[config.mk]
export PLATFORM = sky130hd
export DESIGN_NAME = issp_vector_queue
export DESIGN_NICKNAME = d
export VERILOG_FILES = /design/src/rtl/issp_vector_queue.sv
export SDC_FILE = /design/constraint.sdc
export NUM_CORES = 1
export LEC_CHECK = 0
export BUFFER_PORTS_ARGS = -buffer_cell sky130_fd_sc_hd__buf_4
export CORE_ASPECT_RATIO = 0.5
export CORE_MARGIN = 8
export CORE_UTILIZATION = 40
export DETAILED_ROUTE_END_ITERATION = 16
export PLACE_DENSITY = 0.63
export SYNTH_ARGS = -nofsm -noshare
export SYNTH_HDL_FRONTEND = slang
export SYNTH_SLANG_ARGS = --single-unit
[constraint.sdc]
create_clock -name osc -period 11.4 [get_ports osc]
set_clock_uncertainty 0.05 [all_clocks]
set_input_delay 2.28 -clock osc [delete_from_list [all_inputs] [get_ports osc]]
set_output_delay 2.28 -clock osc [all_outputs]
set_load 0.01 [all_outputs]
[src/rtl/issp_vector_queue.sv]
// Command/vector queue in front of the M8C ISSP bit engine: buffers SENDVEC/EXEC
// requests, issues them one at a time via start/busy, and collects read-back vectors.
module issp_vector_queue #(
  parameter int DEPTH = 8,
  parameter int VEC_W = 22,
  parameter int TMO   = 15
) (
  input  logic                   osc,
  input  logic                   rst_n,
  input  logic                   wr_en,
  input  logic                   wr_exec,
  input  logic [VEC_W-1:0]       wr_vector,
  input  logic [VEC_W-1:0]       wr_mask,
  output logic                   cmd_full,
  output logic [$clog2(DEPTH):0] cmd_level,
  output logic                   eng_start,
  output logic [7:0]             eng_cmd,
  output logic [VEC_W-1:0]       eng_vector,
  output logic [VEC_W-1:0]       eng_mask,
  input  logic                   eng_busy,
  input  logic [VEC_W-1:0]       eng_rx_vector,
  input  logic                   res_rd,
  output logic                   res_valid,
  output logic [VEC_W-1:0]       res_data,
  output logic [$clog2(DEPTH):0] res_level,
  input  logic                   flush,
  output logic                   err_overflow,
  output logic                   err_timeout,
  input  logic                   err_clr
);

  localparam int AW = $clog2(DEPTH);
  localparam int CW = $clog2(TMO + 1);

  localparam logic [1:0] IDLE  = 2'd0;
  localparam logic [1:0] START = 2'd1;
  localparam logic [1:0] ACK   = 2'd2;
  localparam logic [1:0] DONE  = 2'd3;

  localparam logic [7:0]    CMD_SENDVEC = 8'd3;
  localparam logic [7:0]    CMD_EXEC    = 8'd4;
  localparam logic [AW:0]   LVL_ONE     = (AW + 1)'(1);
  localparam logic [AW:0]   LVL_FULL    = (AW + 1)'(DEPTH);
  localparam logic [AW-1:0] PTR_ONE     = AW'(1);
  localparam logic [CW-1:0] CNT_ONE     = CW'(1);
  localparam logic [CW-1:0] CNT_TMO     = CW'(TMO);

  logic [1:0]       state_q, state_d;
  logic [CW-1:0]    cnt_q, cnt_d;
  logic             engStart_q, engStart_d;
  logic [7:0]       engCmd_q, engCmd_d;
  logic [VEC_W-1:0] engVec_q, engVec_d;
  logic [VEC_W-1:0] engMask_q, engMask_d;
  logic             expect_q, expect_d;
  logic             discard_q, discard_d;
  logic             errOvf_q, errOvf_d;
  logic             errTmo_q, errTmo_d;

  logic             cmdExecMem_q [DEPTH];
  logic [VEC_W-1:0] cmdVecMem_q  [DEPTH];
  logic [VEC_W-1:0] cmdMaskMem_q [DEPTH];
  logic [AW-1:0]    cmdWrPtr_q, cmdWrPtr_d;
  logic [AW-1:0]    cmdRdPtr_q, cmdRdPtr_d;
  logic [AW:0]      cmdLevel_q, cmdLevel_d;

  logic [VEC_W-1:0] resMem_q [DEPTH];
  logic [AW-1:0]    resWrPtr_q, resWrPtr_d;
  logic [AW-1:0]    resRdPtr_q, resRdPtr_d;
  logic [AW:0]      resLevel_q, resLevel_d;

  logic             cmdFullInt, cmdEmpty, resFull, resNotEmpty;
  logic             headExec, headExpects;
  logic [VEC_W-1:0] headVec, headMask;
  logic             cmdPush, cmdPop, resPush, resPop, tmoHit;

  assign cmdFullInt  = (cmdLevel_q == LVL_FULL);
  assign cmdEmpty    = (cmdLevel_q == '0);
  assign resFull     = (resLevel_q == LVL_FULL);
  assign resNotEmpty = (resLevel_q != '0);

  assign headExec    = cmdExecMem_q[cmdRdPtr_q];
  assign headVec     = cmdVecMem_q[cmdRdPtr_q];
  assign headMask    = cmdMaskMem_q[cmdRdPtr_q];
  assign headExpects = !headExec && (headMask != '0);

  // Full/empty come from registered levels, so a same-cycle pop never makes room for a push.
  assign cmdPush = wr_en && !flush && !cmdFullInt;
  assign cmdPop  = (state_q == IDLE) && !cmdEmpty && !flush && (!resFull || !headExpects);
  assign resPush = (state_q == DONE) && !eng_busy && expect_q && !discard_q && !flush;
  assign resPop  = res_rd && resNotEmpty && !flush;

  always_comb begin
    state_d    = state_q;
    cnt_d      = cnt_q;
    engStart_d = 1'b0;
    engCmd_d   = engCmd_q;
    engVec_d   = engVec_q;
    engMask_d  = engMask_q;
    expect_d   = expect_q;
    discard_d  = discard_q;
    tmoHit     = 1'b0;
    case (state_q)
      IDLE: begin
        if (cmdPop) begin
          state_d   = START;
          engCmd_d  = headExec ? CMD_EXEC : CMD_SENDVEC;
          engVec_d  = headVec;
          engMask_d = headMask;
          expect_d  = headExpects;
          discard_d = 1'b0;
        end
      end
      START: begin
        engStart_d = 1'b1;
        cnt_d      = '0;
        state_d    = ACK;
      end
      ACK: begin
        if (eng_busy) begin
          state_d = DONE;
        end else if (cnt_q == CNT_TMO) begin
          tmoHit  = 1'b1;
          state_d = IDLE;
        end else begin
          cnt_d = cnt_q + CNT_ONE;
        end
      end
      DONE: begin
        if (!eng_busy) begin
          state_d = IDLE;
        end
      end
      default: state_d = IDLE;
    endcase
    // A flush lets the in-flight transfer finish but its read-back must not land.
    if (flush && (state_q != IDLE)) begin
      discard_d = 1'b1;
    end
  end

  always_comb begin
    cmdWrPtr_d = cmdWrPtr_q;
    cmdRdPtr_d = cmdRdPtr_q;
    cmdLevel_d = cmdLevel_q;
    resWrPtr_d = resWrPtr_q;
    resRdPtr_d = resRdPtr_q;
    resLevel_d = resLevel_q;
    if (cmdPush) cmdWrPtr_d = cmdWrPtr_q + PTR_ONE;
    if (cmdPop)  cmdRdPtr_d = cmdRdPtr_q + PTR_ONE;
    case ({cmdPush, cmdPop})
      2'b10:   cmdLevel_d = cmdLevel_q + LVL_ONE;
      2'b01:   cmdLevel_d = cmdLevel_q - LVL_ONE;
      default: cmdLevel_d = cmdLevel_q;
    endcase
    if (resPush) resWrPtr_d = resWrPtr_q + PTR_ONE;
    if (resPop)  resRdPtr_d = resRdPtr_q + PTR_ONE;
    case ({resPush, resPop})
      2'b10:   resLevel_d = resLevel_q + LVL_ONE;
      2'b01:   resLevel_d = resLevel_q - LVL_ONE;
      default: resLevel_d = resLevel_q;
    endcase
    if (flush) begin
      cmdWrPtr_d = '0;
      cmdRdPtr_d = '0;
      cmdLevel_d = '0;
      resWrPtr_d = '0;
      resRdPtr_d = '0;
      resLevel_d = '0;
    end
  end

  // err_clr wins over an error raised in the same cycle.
  always_comb begin
    errOvf_d = errOvf_q | (wr_en && !flush && cmdFullInt);
    errTmo_d = errTmo_q | tmoHit;
    if (err_clr) begin
      errOvf_d = 1'b0;
      errTmo_d = 1'b0;
    end
  end

  always_ff @(posedge osc) begin
    if (!rst_n) begin
      state_q    <= IDLE;
      cnt_q      <= '0;
      engStart_q <= 1'b0;
      engCmd_q   <= '0;
      engVec_q   <= '0;
      engMask_q  <= '0;
      expect_q   <= 1'b0;
      discard_q  <= 1'b0;
      errOvf_q   <= 1'b0;
      errTmo_q   <= 1'b0;
      cmdWrPtr_q <= '0;
      cmdRdPtr_q <= '0;
      cmdLevel_q <= '0;
      resWrPtr_q <= '0;
      resRdPtr_q <= '0;
      resLevel_q <= '0;
    end else begin
      state_q    <= state_d;
      cnt_q      <= cnt_d;
      engStart_q <= engStart_d;
      engCmd_q   <= engCmd_d;
      engVec_q   <= engVec_d;
      engMask_q  <= engMask_d;
      expect_q   <= expect_d;
      discard_q  <= discard_d;
      errOvf_q   <= errOvf_d;
      errTmo_q   <= errTmo_d;
      cmdWrPtr_q <= cmdWrPtr_d;
      cmdRdPtr_q <= cmdRdPtr_d;
      cmdLevel_q <= cmdLevel_d;
      resWrPtr_q <= resWrPtr_d;
      resRdPtr_q <= resRdPtr_d;
      resLevel_q <= resLevel_d;
    end
  end

  always_ff @(posedge osc) begin
    if (cmdPush) begin
      cmdExecMem_q[cmdWrPtr_q] <= wr_exec;
      cmdVecMem_q[cmdWrPtr_q]  <= wr_vector;
      cmdMaskMem_q[cmdWrPtr_q] <= wr_mask;
    end
    if (resPush) begin
      resMem_q[resWrPtr_q] <= eng_rx_vector;
    end
  end

  assign cmd_full     = cmdFullInt;
  assign cmd_level    = cmdLevel_q;
  assign eng_start    = engStart_q;
  assign eng_cmd      = engCmd_q;
  assign eng_vector   = engVec_q;
  assign eng_mask     = engMask_q;
  assign res_valid    = resNotEmpty;
  assign res_data     = resNotEmpty ? resMem_q[resRdPtr_q] : '0;
  assign res_level    = resLevel_q;
  assign err_overflow = errOvf_q;
  assign err_timeout  = errTmo_q;

endmodule
==> After elaboration in Yosys (flattened, before gate mapping) <==
Memories as Yosys holds them, arrays and structs flattened. A register that Yosys moved wholly into a read port is not among the register bits.
Cells that the tools add are included.
{ "word_totals": {"regBits": 61, "latchBits": 0, "ram_bits": 536, "romBits": 0, "in_bits": 74, "wordCells": 115, "n_memories": 4} }
{ "mem_list": {"columns": ["name", "depth", "word_bits", "rd", "rd_ports_with_merged_regs", "wr", "line_no", "source"], "rows": [
  ["cmdMaskMem_q", 8, 22, 1, 1, 1, "61", "logic [VEC_W-1:0] cmdMaskMem_q [DEPTH];"],
  ["cmdVecMem_q", 8, 22, 1, 1, 1, "60", "logic [VEC_W-1:0] cmdVecMem_q [DEPTH];"],
  ["resMem_q", 8, 22, 1, 1, 1, "66", "logic [VEC_W-1:0] resMem_q [DEPTH];"],
  ["cmdExecMem_q", 8, 1, 1, 1, 1, "59", "logic cmdExecMem_q [DEPTH];"]
]} }
{ "classes": {"n_addsub": 9, "mul": 0, "div": 0, "magnitude_cmp": 0, "n_eq_ne": 15, "n_shift": 0, "muxes": 29, "bitwise": 3, "reduce_logical": 40} }
{ "op_table": {"columns": ["operator", "count"], "rows": [
  ["4-bit case mux with 2 select lines", 3],
  ["22-bit 2-to-1 mux", 1],
  ["22-bit nonzero test", 1],
  ["3-bit 2-to-1 mux", 7],
  ["1-bit logical AND", 14],
  ["3-bit by 1-bit adder with 3-bit output, second input constant", 4],
  ["4-bit by 1-bit adder with 4-bit output, second input constant", 3],
  ["4-bit equality test, second input constant", 3],
  ["2-bit nonzero test", 6],
  ["1-bit 2-to-1 mux", 11],
  ["1-bit logical NOT", 9],
  ["2-bit equality test, second input constant", 4],
  ["2-bit 2-to-1 mux", 4],
  ["4-bit 2-to-1 mux", 2],
  ["2-bit != test, second input constant", 4],
  ["2-bit case mux with 4 select lines", 1],
  ["4-bit by 1-bit subtractor with 4-bit output, second input constant", 2],
  ["2-bit by 1-bit equality test with 1-bit output, second input constant", 3],
  ["3-bit AND reduction", 2],
  ["4-bit logical NOT", 1],
  ["2-bit AND reduction", 2],
  ["4-bit nonzero test", 1],
  ["2-bit OR reduction", 2],
  ["3-bit != test, second input constant", 1],
  ["4 further kinds", 5]
]} }

==> Depth between registers and ports, before layout <==
Gate-level depths: netlist of the first run.
{ "depth": {"depth_word": 8, "mapped_depth": 18, "depth_no_buf": 14} }

==> Worst setup path before layout of the first run <==
No wires, ideal clock.
{ "synth_timing": {"kind": "input to register", "from": "input port flush", "to": "memory cmdExecMem_q[0] (enable)", "arrival_ns": 6.012, "setup_slack_ns": 4.835, "stages": 3, "path_cell_list": "nor3b_1 -> nand2b_1 -> nor3_1"} }
{ "synth_between": {"elab_chain_len": 5} }
{ "synth_lines": {"columns": ["item", "line_no", "source"], "rows": [
  ["start: declaration", "26", "input logic flush,"],
  ["1-bit logical NOT", "87", "assign cmdPush = wr_en && !flush && !cmdFullInt;"],
  ["1-bit logical AND (2 in a row)", "87", null],
  ["1-bit 2-to-1 mux", "221", "if (cmdPush) begin"],
  ["1-bit 2-to-1 mux (implied by the code)", "222", "cmdExecMem_q[cmdWrPtr_q] <= wr_exec;"],
  ["end: declaration", "59", null]
]} }
No other way between the ends.

==> Final worst setup path of the first run <==
{ "layout_timing": {"from": "input port flush", "to": "register cmdLevel_q[3] (netlist: cmd_level[3])"} }
{ "layout_between": {"elab_chain_len": 5} }
{ "layout_lines": {"columns": ["item", "line_no", "source"], "rows": [
  ["1-bit logical NOT", "87, 88", null],
  ["1-bit logical AND (on tied branches) (2 in a row)", "88, 87", null],
  ["2-bit by 1-bit equality test with 1-bit output / 2-bit equality test (equally long branches)", "150", "case ({cmdPush, cmdPop})"],
  ["4-bit case mux with 2 select lines / 2-bit nonzero test (equally long branches)", null, null],
  ["end signal: assignment", "213", "cmdLevel_q <= cmdLevel_d;"],
  ["end: declaration", "64", "logic [AW:0] cmdLevel_q, cmdLevel_d;"]
]} }
Parallel ways exist; a longest one is shown, timed or not.
A chain may end at the register's enable or synchronous reset.

==> results.rst, run 1 <==
.. list-table::
   :header-rows: 1

   * - Metric
     - Value
   * - Largest fanout of any net on the critical path
     - 46
   * - Run status
     - completed
   * - List of most frequent post-synthesis cells
     - sky130_fd_sc_hd__edfxtp_1, sky130_fd_sc_hd__mux4_2, sky130_fd_sc_hd__dfxtp_1
   * - Kind of cell adding the most delay to the critical path
     - compound AO/OA/AOI/OAI gates
   * - Post-synth EDFFs
     - 536
   * - Data required, critical path
     - 11.87 ns
   * - Max-slew violation count
     - 0
   * - Total buffers and inverters traversed by the critical path
     - 2
   * - Transition time of the tightest slew-check pin
     - 1.027 ns
   * - Worst Path Class, Setup
     - primary input to register
   * - Power density of the placed cells
     - 161.8 nW/um2
   * - Final net count
     - 1465
   * - CP arrival
     - 5.93 ns
   * - Clk buf depth
     - 3
   * - Number of global-route vias before repair
     - 12103
   * - Time the worst path needs with I/O delays and setup
     - 5.460 ns
   * - Total grt overflow
     - 0
   * - TritonCTS clock tree
     - built
   * - Pin count of the biggest net entering global routing
     - 52
   * - Worst min-delay path startpoint
     - err_overflow$_SDFF_PP0_
   * - Number of clock buffers inserted by TritonCTS
     - 54
   * - Slowest Stage Delay on Critical Path
     - 0.90 ns
   * - Global-route wire length before repair
     - 77230 um
   * - Yosys warning count
     - 0
   * - Overall Global Routing Usage
     - 0.1486
   * - Area leader, netlist
     - sky130_fd_sc_hd__edfxtp_1
   * - Most instantiated library cell after synthesis
     - sky130_fd_sc_hd__edfxtp_1
   * - Synthesized netlist cell count
     - 1207
   * - Critical Path Source Type
     - primary input
   * - Register bit total from synthesis
     - 619
   * - Ratio of cells with drive above 1 in the final layout
     - 0.3007
   * - Area of the mapped netlist
     - 23560 um2
   * - Post-synth top area share
     - 0.6832
   * - Final wirelength
     - 51110 um
   * - Number of max-capacitance violations reported
     - 0
   * - Number of DRC markers in iteration 0
     - 999
   * - Relative slew slack
     - 0.3155
   * - Leak pwr
     - 0.008650 uW
   * - Number of unique standard cell types used by synthesis
     - 48
   * - Clock latency on the worst-skew pair
     - 0.61 ns
   * - PortBufs
     - 155
   * - CTS clk-pin slew, worst paths
     - 0.07 ns
   * - Number of hold violations in the final report
     - 0
   * - Final setup violating endpoints
     - 0
   * - Clock root cell
     - sky130_fd_sc_hd__clkbuf_16
   * - Top cells by area in the synthesized netlist
     - sky130_fd_sc_hd__edfxtp_1, sky130_fd_sc_hd__mux4_2, sky130_fd_sc_hd__dfxtp_1
   * - Number of gates resized after cts
     - 0
   * - H-Tree Level Count
     - 2
   * - Final GP Congestion
     - 0.7827
   * - Die height
     - 187.6 um
   * - Final routed wire length divided by cell count
     - 23.22 um
   * - DRC viols
     - 0
   * - Area added between synthesis and finish
     - 16.60%
   * - Die outline width
     - 359.2 um
   * - Proportion of synthesized chip area in sequential cells
     - 0.7538
   * - Number of top-level pins
     - 161
   * - Crit end category
     - register
   * - Standard-cell row count
     - 63
   * - Core region area
     - 58730 um2
   * - Initial antenna violation count
     - 2
   * - Startpoint of the most critical setup path
     - flush
   * - Worst IR drop on VDD
     - 0.0001013 V
   * - Setup repair bufs after CTS
     - 0
   * - Hold-fix buffer count after cts
     - 0
   * - Floorplan die area
     - 67390 um2
   * - Post-synth ARST share
     - 0
   * - Final critical-path share of the clock period
     - 0.4789
   * - RSZ-0062 raised after global routing
     - no
   * - DRT Pass-1 Iters
     - 5
   * - Worst path cell trace
     - buf_4, nor3_1, o41a_2, nand2_1, inv_2, ha_1, ha_1, a21o_1, a21oi_1, xnor2_1, or3_1, a21oi_1
   * - Total number of vias
     - 11614
   * - Mean area per synthesized cell
     - 19.52 um2
   * - Worst hold-check slack
     - 0.4294 ns
   * - Total clock sinks
     - 619
   * - Path class of the lowest-slack min-delay path
     - register to register
   * - Dpl hpwl
     - 30310 um
   * - Final TNS setup
     - 0 ns
   * - Initial cell density of the core
     - 0.4012
   * - Cell at the slowest stage of the critical path
     - sky130_fd_sc_hd__o41a_2
   * - Via density per instance
     - 5.277
   * - Max Clock Freq
     - 183.2 MHz
   * - Residual antenna-violating net count after detailed routing
     - 0
   * - Top flip-flop cell by instance count after synthesis
     - sky130_fd_sc_hd__edfxtp_1
state kept, by name, indices dropped and copies added, names as in the netlist, 2 cells and up, named ones only:
| name | count |
|---|---|
| resWrPtr_q | 3 |
| resRdPtr_q | 3 |
| cmdMaskMem_q | 176 |
| cmdWrPtr_q | 3 |
| state_q | 2 |
| resMem_q | 176 |
| cmdVecMem_q | 176 |
| eng_cmd | 2 |
| res_level | 4 |
| eng_vector | 22 |
| cmdRdPtr_q | 3 |
| cmd_level | 4 |
| eng_mask | 22 |
| cnt_q | 4 |
| cmdExecMem_q | 8 |
routing by layer:
metal,GRT usage,part of all wire,up-vias
met5,0,0.00014,-
met4,0.03056,0.016,2
met3,0.02906,0.053,66
met2,0.2284,0.46,266
met1,0.2202,0.47,6058
li1,-,-,5222
layout by cell type (no fill, tap or decap), types with 5 or more instances in the layout:
cell type and instances:
sky130_fd_sc_hd__mux2i_1 63, sky130_fd_sc_hd__inv_1 11, sky130_fd_sc_hd__a211oi_1 34, sky130_fd_sc_hd__bufinv_16 5
sky130_fd_sc_hd__mux4_2 130, sky130_fd_sc_hd__mux2_2 9, sky130_fd_sc_hd__nor2_1 51, sky130_fd_sc_hd__clkinv_2 9
sky130_fd_sc_hd__nor3_1 22, sky130_fd_sc_hd__conb_1 5, sky130_fd_sc_hd__nand2b_1 14, sky130_fd_sc_hd__o21ai_0 8
sky130_fd_sc_hd__ha_1 11, sky130_fd_sc_hd__dfxtp_2 6, sky130_fd_sc_hd__a21oi_1 66, sky130_fd_sc_hd__clkbuf_16 55
sky130_fd_sc_hd__dfxtp_1 76, sky130_fd_sc_hd__xor2_1 10, sky130_fd_sc_hd__or3_1 5, sky130_fd_sc_hd__clkbuf_1 10
sky130_fd_sc_hd__clkinv_1 12, sky130_fd_sc_hd__edfxtp_1 536, sky130_fd_sc_hd__nor2_4 8, sky130_fd_sc_hd__buf_4 181
sky130_fd_sc_hd__nand2_1 27
logic make-up after synthesis:
| group | after synthesis | share of synthesized area |
|---|---|---|
| flip-flops | 619 | 0.7538 |
| multiplexers | 202 | 0.1554 |
| AND/OR/NAND/NOR | 153 | 0.03017 |
| AO/OA/AOI/OAI | 124 | 0.03266 |
| buffers and inverters | 83 | 0.01588 |
| adder cells (fa/ha/maj) | 13 | 0.007542 |
| XOR/XNOR | 12 | 0.004461 |
| other | 1 | 0.0001592 |
layout make-up:
type                            count  area (um2)
Antenna cell                        1       2.502
Clock buffer                       66        1428
Clock inverter                     32       339.1
Fill cell                        4910       31260
Inverter                           13       48.80
Multi-Input combinational cell    509        5547
Sequential cell                   619       17770
Tap cell                          780       975.9
Timing Repair Buffer              181        1359
worst reg2reg max path: cells and delay by family (launching register included):
family,cells,cell delay (ns)
buffers and inverters,2,1.22
and+or+nand+nor,4,1.20
muxes,2,1.08
AOI/OAI and AO/OA,4,0.76
adders and majority gates,2,0.62
DFF,1,0.31
xor gates and xnor gates,1,0.09
stage by stage:
stage	utilization	setup WS (ns)	cell area [um2]	total power, uW	std cells
2_1_floorplan	-	4.835	23570	2585	1211
3_3_place_gp	0.4376	5.464	25700	2655	2102
3_5_place_dp	0.4376	5.278	25700	2660	2102
4_1_cts	0.4677	5.924	27470	4498	2200
5_1_grt	0.4677	5.552	27470	4595	2200
6_report	0.4677	5.940	27470	4445	2201
worst paths after layout:
path                                                   to  cells past startpoint  slack (ns)
worst max-delay path            cmd_level[3]$_SDFFE_PP0P_                     12        5.94
worst min-delay path              err_overflow$_SDFF_PP0_                      2        0.43
worst max register to register  cmd_level[3]$_SDFFE_PP0P_                     15        5.97
worst min register to register    err_overflow$_SDFF_PP0_                      2        0.43
report_power, final:
part | total, uW | internal, uW | leakage (uW) | switching [uW]
combinational | 122 | 50.6 | 0.00228 | 71.8
sequential | 2490 | 2480 | 0.00551 | 11.6
clock | 1840 | 1010 | 0.000863 | 824
(Power assumes the default switching activity.)
==> run 2: changes to the inputs <==
PLACE_DENSITY = 0.65   (was 0.63)
clock period = 4.8 ns   (was 11.4 ns; I/O delays follow)
==> run 2 against run 1 <==
Power is 130% higher. Core utilization is 0.13 points higher. First-iteration DRC count is 2.2% higher. Combinational power is 140% higher. Cell area is 0.28% higher. Flip-flop and latch count stayed put. Setup slack worse by 5.4 ns. Critical path depth is 4 higher. Final cell count is 0.64% higher. Worst hold slack better by 0.015 ns. Wire length is 3.0% higher. Critical path type is now register to register.
==> results.rst, run 2 (synthesis gave the netlist of run 1 again) <==
.. list-table::
   :header-rows: 1

   * - Metric
     - Value
   * - Total number of vias
     - 11860
   * - Final critical-path share of the clock period
     - 0.8906
   * - Transition time of the tightest slew-check pin
     - 0.9723 ns
   * - Area added between synthesis and finish
     - 16.92%
   * - Share of the core filled with cells in the final layout
     - 0.4690
   * - Number of gates resized after cts
     - 0
   * - Largest fanout of any net on the critical path
     - 18
   * - Number of inserted diodes
     - 0
   * - Final wirelength
     - 52650 um
   * - Number of clock buffers inserted by TritonCTS
     - 53
   * - Final GP Congestion
     - 0.7849
   * - Number of top-level pins
     - 161
   * - Hold worst-path end
     - discard_q$_SDFFE_PN0P_
   * - Power density of the placed cells
     - 376.4 nW/um2
   * - Most frequent cells in the layout
     - sky130_fd_sc_hd__edfxtp_1, sky130_fd_sc_hd__buf_4, sky130_fd_sc_hd__mux4_2
   * - Worst min-delay path startpoint
     - discard_q$_SDFFE_PN0P_
   * - TritonCTS clock tree
     - built
   * - Critical Path Source Type
     - register
   * - DRT Pass-1 Iters
     - 5
   * - Worst-case reg-to-reg path depth
     - 16
   * - Power Total
     - 10370 uW
   * - Relative slew slack
     - 0.3518
   * - Setup repair bufs after CTS
     - 0
   * - Setup slack of the critical path after layout
     - 0.5252 ns
   * - Core region area
     - 58730 um2
   * - Number of hold violations in the final report
     - 0
   * - Initial antenna violation count
     - 1
   * - Max-slew violation count
     - 0
   * - Standard-cell row count
     - 63
   * - Dpl hpwl
     - 32470 um
   * - Number of max-capacitance violations reported
     - 0
   * - Crit end category
     - register
   * - Worst IR drop on VDD
     - 0.0002557 V
   * - Most common cell after layout, fill and taps aside
     - sky130_fd_sc_hd__edfxtp_1
   * - Time the worst path needs with I/O delays and setup
     - 4.275 ns
   * - Worst Path Class, Setup
     - register to register
   * - Final setup violating endpoints
     - 0
   * - H-Tree Level Count
     - 2
   * - Worst reg2reg path endpoint
     - cmd_level[3]$_SDFFE_PP0P_
   * - Final net count
     - 1482
   * - Pre-CTS worst setup slack
     - 0.5123 ns
   * - Count of fill cells added during filler insertion
     - 4856
   * - Clock latency on the worst-skew pair
     - 0.62 ns
   * - Max Clock Freq
     - 233.9 MHz
   * - Data required, critical path
     - 5.29 ns
   * - Cell area reported after detailed placement
     - 25870 um2
   * - Final TNS setup
     - 0 ns
   * - Run status
     - completed
   * - Die height
     - 187.6 um
   * - Total clock sinks
     - 619
   * - Clk buf depth
     - 3
   * - Number of DRC markers in iteration 0
     - 1021
   * - Hold-fix buffer count after cts
     - 0
   * - Global-route wire length before repair
     - 79220 um
   * - Leak pwr
     - 0.008693 uW
   * - Overall Global Routing Usage
     - 0.1528
   * - Largest registers
     - cmdMaskMem_q x176, cmdVecMem_q x176, resMem_q x176
   * - DRC viols
     - 0
   * - Setup slack of the worst register-to-register path
     - 0.53 ns
   * - RSZ-0062 raised after global routing
     - no
   * - Initial cell density of the core
     - 0.4012
   * - PortBufs
     - 155
   * - Via density per instance
     - 5.354
   * - Post-route standard cell area excluding fillers
     - 27540 um2
   * - Total grt overflow
     - 0
   * - Floorplan die area
     - 67390 um2
   * - Depth of the worst hold-timing path
     - 2
   * - CP arrival
     - 4.76 ns
   * - Final routed wire length divided by cell count
     - 23.77 um
   * - Clock root cell
     - sky130_fd_sc_hd__clkbuf_16
   * - Die outline width
     - 359.2 um
   * - Pin count of the biggest net entering global routing
     - 48
   * - Path class of the lowest-slack min-delay path
     - register to register
   * - Number of global-route vias before repair
     - 12267
   * - Residual antenna-violating net count after detailed routing
     - 0
   * - CTS clk-pin slew, worst paths
     - 0.07 ns
   * - Ratio of cells with drive above 1 in the final layout
     - 0.3059
run 2: power breakdown:
group,internal (uW),switching [uW]
sequential,5880,29.3
combinational,122,173
clock,2230,1930
run 2: area by class of cell:
| cell class | count | area, um2 | share of cell area |
|---|---|---|---|
| Sequential cell | 619 | 17770 | 0.6451 |
| Inverter | 13 | 48.80 | 0.001772 |
| Clock buffer | 65 | 1391 | 0.05051 |
| Clock inverter | 30 | 279.0 | 0.01013 |
| Timing Repair Buffer | 199 | 1531 | 0.05560 |
| Tap cell | 780 | 975.9 | 0.03543 |
| Multi-Input combinational cell | 509 | 5549 | 0.2015 |
run 2: through the flow:
| stage | instances | hold slack, ns |
|---|---|---|
| finish | 2215 | 0.4449 |
| global route | 2215 | 0.4533 |
| CTS | 2215 | 0.4377 |
| detailed placement | 2120 | 0.4228 |
| global placement | 2120 | 0.4114 |
| floorplan | 1211 | 0.4043 |
run 2: layer usage:
| layer | vias up | part of all wire | GRT usage |
|---|---|---|---|
| met5 | - | 0 | 0 |
| met4 | 0 | 0.016 | 0.03102 |
| met3 | 68 | 0.066 | 0.03647 |
| met2 | 334 | 0.45 | 0.2291 |
| met1 | 6220 | 0.47 | 0.2273 |
| li1 | 5238 | - | - |
run 2: worst max path at each step:
stage | endpoint | slack (ns) | cells past startpoint
global placement | cmd_level[3]$_SDFFE_PP0P_ | 0.52 | 16
finish | cmd_level[3]$_SDFFE_PP0P_ | 0.53 | 16
detailed placement | cmd_level[3]$_SDFFE_PP0P_ | 0.51 | 16
floorplan | cmd_level[3]$_SDFFE_PP0P_ | 0.49 | 17
global route | cmd_level[3]$_SDFFE_PP0P_ | 0.17 | 15
CTS | cmd_level[3]$_SDFFE_PP0P_ | 0.48 | 16
run 2: critical path, stage by stage (launching register included):
cell,delay (ns)
sky130_fd_sc_hd__dfxtp_2,0.51
sky130_fd_sc_hd__buf_4,0.31
sky130_fd_sc_hd__buf_4,0.30
sky130_fd_sc_hd__nor2b_1,0.21
sky130_fd_sc_hd__a22o_1,0.20
sky130_fd_sc_hd__o2111ai_1,0.20
sky130_fd_sc_hd__or4_4,0.57
sky130_fd_sc_hd__o31ai_4,0.34
sky130_fd_sc_hd__nand2_1,0.13
sky130_fd_sc_hd__inv_2,0.08
sky130_fd_sc_hd__ha_1,0.19
sky130_fd_sc_hd__ha_1,0.24
sky130_fd_sc_hd__a21o_1,0.18
sky130_fd_sc_hd__a21oi_1,0.16
sky130_fd_sc_hd__xnor2_1,0.09
sky130_fd_sc_hd__or3_1,0.30
sky130_fd_sc_hd__a21oi_1,0.14
==> run 3: changes to the inputs <==
CORE_ASPECT_RATIO = 0.9   (was 0.5)
SKIP_CTS_REPAIR_TIMING = 1   (was unset)
==> run 3 against run 2 <==
First-iteration DRC count fell by 14%. Worst hold slack lost 0.0055 ns. Cell area increased by 1.9%. Core utilization increased by 1.2 points. Sequential share of layout area shrank 1.2 points. Flip-flop and latch count is the same. Register-to-register slack worse by 0.21 ns. Power rose by 7.6%. Critical path depth is 2 lower. Fmax decreased by 4.6%. Via count up 0.38%. Die area decreased by 0.68%.
==> results.rst, run 3 (synthesis gave the netlist of run 1 again) <==
.. list-table::
   :header-rows: 1

   * - Metric
     - Value
   * - Multi-input logic area
     - 5564 um2
   * - Count of fill cells added during filler insertion
     - 4791
   * - TritonCTS clock tree
     - built
   * - RSZ-0062 raised after global routing
     - no
   * - Slowest Stage Delay on Critical Path
     - 0.75 ns
   * - Largest registers
     - cmdMaskMem_q x176, cmdVecMem_q x176, resMem_q x176
   * - Final TNS setup
     - 0 ns
   * - Number of DRC markers in iteration 0
     - 883
   * - Total placed cells including tap cells
     - 2107
   * - Initial cell density of the core
     - 0.4039
   * - Final routed wire length divided by cell count
     - 23.18 um
   * - DRT Pass-1 Iters
     - 7
   * - Number of max-capacitance violations reported
     - 0
   * - Die outline width
     - 271.8 um
   * - Max Clock Freq
     - 223.2 MHz
   * - Initial antenna violation count
     - 7
   * - PortBufs
     - 155
   * - DRC viols
     - 0
   * - Ratio of cells with drive above 1 in the final layout
     - 0.3237
   * - Path class of the lowest-slack min-delay path
     - register to register
   * - Total clock sinks
     - 619
   * - Dpl hpwl
     - 30150 um
   * - Pin count of the biggest net entering global routing
     - 50
   * - Area added between synthesis and finish
     - 19.14%
   * - H-Tree Level Count
     - 2
   * - Crit end category
     - register
   * - Power density of the placed cells
     - 397.4 nW/um2
   * - Leak pwr
     - 0.008906 uW
   * - Max-slew violation count
     - 0
   * - Transition time of the tightest slew-check pin
     - 0.9991 ns
   * - Die height
     - 246.2 um
   * - Worst path cell trace
     - buf_4, mux4_2, mux2_2, or4_1, o31ai_4, nand2_1, inv_2, ha_1, ha_1, a21o_1, a21oi_1, xnor2_1, or3_1, a21oi_1
   * - Clock root cell
     - sky130_fd_sc_hd__clkbuf_16
   * - Run status
     - completed
   * - Number of global-route vias before repair
     - 12186
   * - Final net count
     - 1482
   * - Core region area
     - 58330 um2
   * - Cell at the slowest stage of the critical path
     - sky130_fd_sc_hd__dfxtp_2
   * - Via density per instance
     - 5.348
   * - Number of clock buffers inserted by TritonCTS
     - 60
   * - Clk buf depth
     - 3
   * - Worst min-delay path startpoint
     - cmdWrPtr_q[0]$_SDFFE_PP0P_
   * - Total grt overflow
     - 0
   * - Global-route wire length before repair
     - 77570 um
   * - Standard-cell row count
     - 84
   * - Critical Path Source Type
     - register
   * - Most common cell after layout, fill and taps aside
     - sky130_fd_sc_hd__edfxtp_1
   * - Largest fanout of any net on the critical path
     - 21
   * - Final std cells w/o fill
     - 2226
   * - Clock latency on the worst-skew pair
     - 0.63 ns
   * - Final critical-path share of the clock period
     - 0.9334
   * - Number of top-level pins
     - 161
   * - Setup slack of the worst register-to-register path
     - 0.32 ns
   * - Register area
     - 17770 um2
   * - Total number of vias
     - 11905
   * - Worst IR drop on VDD
     - 0.0003044 V
   * - Data required, critical path
     - 5.25 ns
   * - Worst Path Class, Setup
     - register to register
   * - Time the worst path needs with I/O delays and setup
     - 4.481 ns
   * - CP arrival
     - 4.93 ns
   * - CTS clk-pin slew, worst paths
     - 0.06 ns
   * - Final GP Congestion
     - 0.6900
   * - Number of hold violations in the final report
     - 0
   * - Relative slew slack
     - 0.3330
   * - Floorplan die area
     - 66930 um2
   * - Final wirelength
     - 51600 um
   * - Residual antenna-violating net count after detailed routing
     - 0
   * - Final setup violating endpoints
     - 0
   * - Most frequent cells in the layout
     - sky130_fd_sc_hd__edfxtp_1, sky130_fd_sc_hd__buf_4, sky130_fd_sc_hd__mux4_2
   * - Overall Global Routing Usage
     - 0.1518
-- run 3: cell types whose count changed in the layout (fill, tap and decap cells not counted), sizes merged --
cell      previous run  this run
buf                199       192
inv                 12        13
bufinv               3         8
clkinvlp             1         8
clkinv              27        21
diode                0         6
clkbuf              65        76
-- run 3: where the power goes --
group	leakage [uW]	internal, uW	switching (uW)	total [uW]
sequential	0.00551	5880	26.3	5910
clock	0.00104	2940	2010	4950
combinational	0.00236	124	171	295
-- run 3: through the flow --
step,hold WS (ns),power [uW],utilization,setup slack [ns],cell area (um2)
6_report,0.4393,11150,0.4812,0.3195,28070
5_1_grt,0.4542,11510,0.4810,0.08276,28060
4_1_cts,0.4422,11280,0.4809,0.2685,28050
3_5_place_dp,0.4334,6322,0.4440,0.3554,25900
3_3_place_gp,0.4085,6310,0.4440,0.4244,25900
2_1_floorplan,0.4043,6139,-,0.4916,23580
-- run 3: cell type report --
cell class                      count  share of cell area
Antenna cell                        6           0.0005350
Clock buffer                       76             0.06036
Clock inverter                     37             0.01627
Inverter                           13            0.001739
Multi-Input combinational cell    509              0.1982
Sequential cell                   619              0.6330
Tap cell                          774             0.03450
Timing Repair Buffer              192             0.05537
-- run 3: path summary, 6_finish.rpt --
path	cells past startpoint	end
min	2	cmdWrPtr_q[0]$_SDFFE_PP0P_
max	14	cmd_level[3]$_SDFFE_PP0P_
max reg2reg	14	cmd_level[3]$_SDFFE_PP0P_
min reg2reg	2	cmdWrPtr_q[0]$_SDFFE_PP0P_
-- run 3: routing by layer --
metal	share of wire	track usage
met3	0.067	0.03703
met5	0.00025	0
met2	0.49	0.2538
met4	0.019	0.04117
met1	0.42	0.1979
-- run 3: critical path: cells and delay by family, from the launching register on --
family          cells  cell delay (ns)
simple gates        3             1.05
mux                 2             0.79
compound gates      4             0.79
flops               1             0.75
fa+ha+maj           2             0.44
buf+inv             2             0.39
xor+xnor            1             0.10
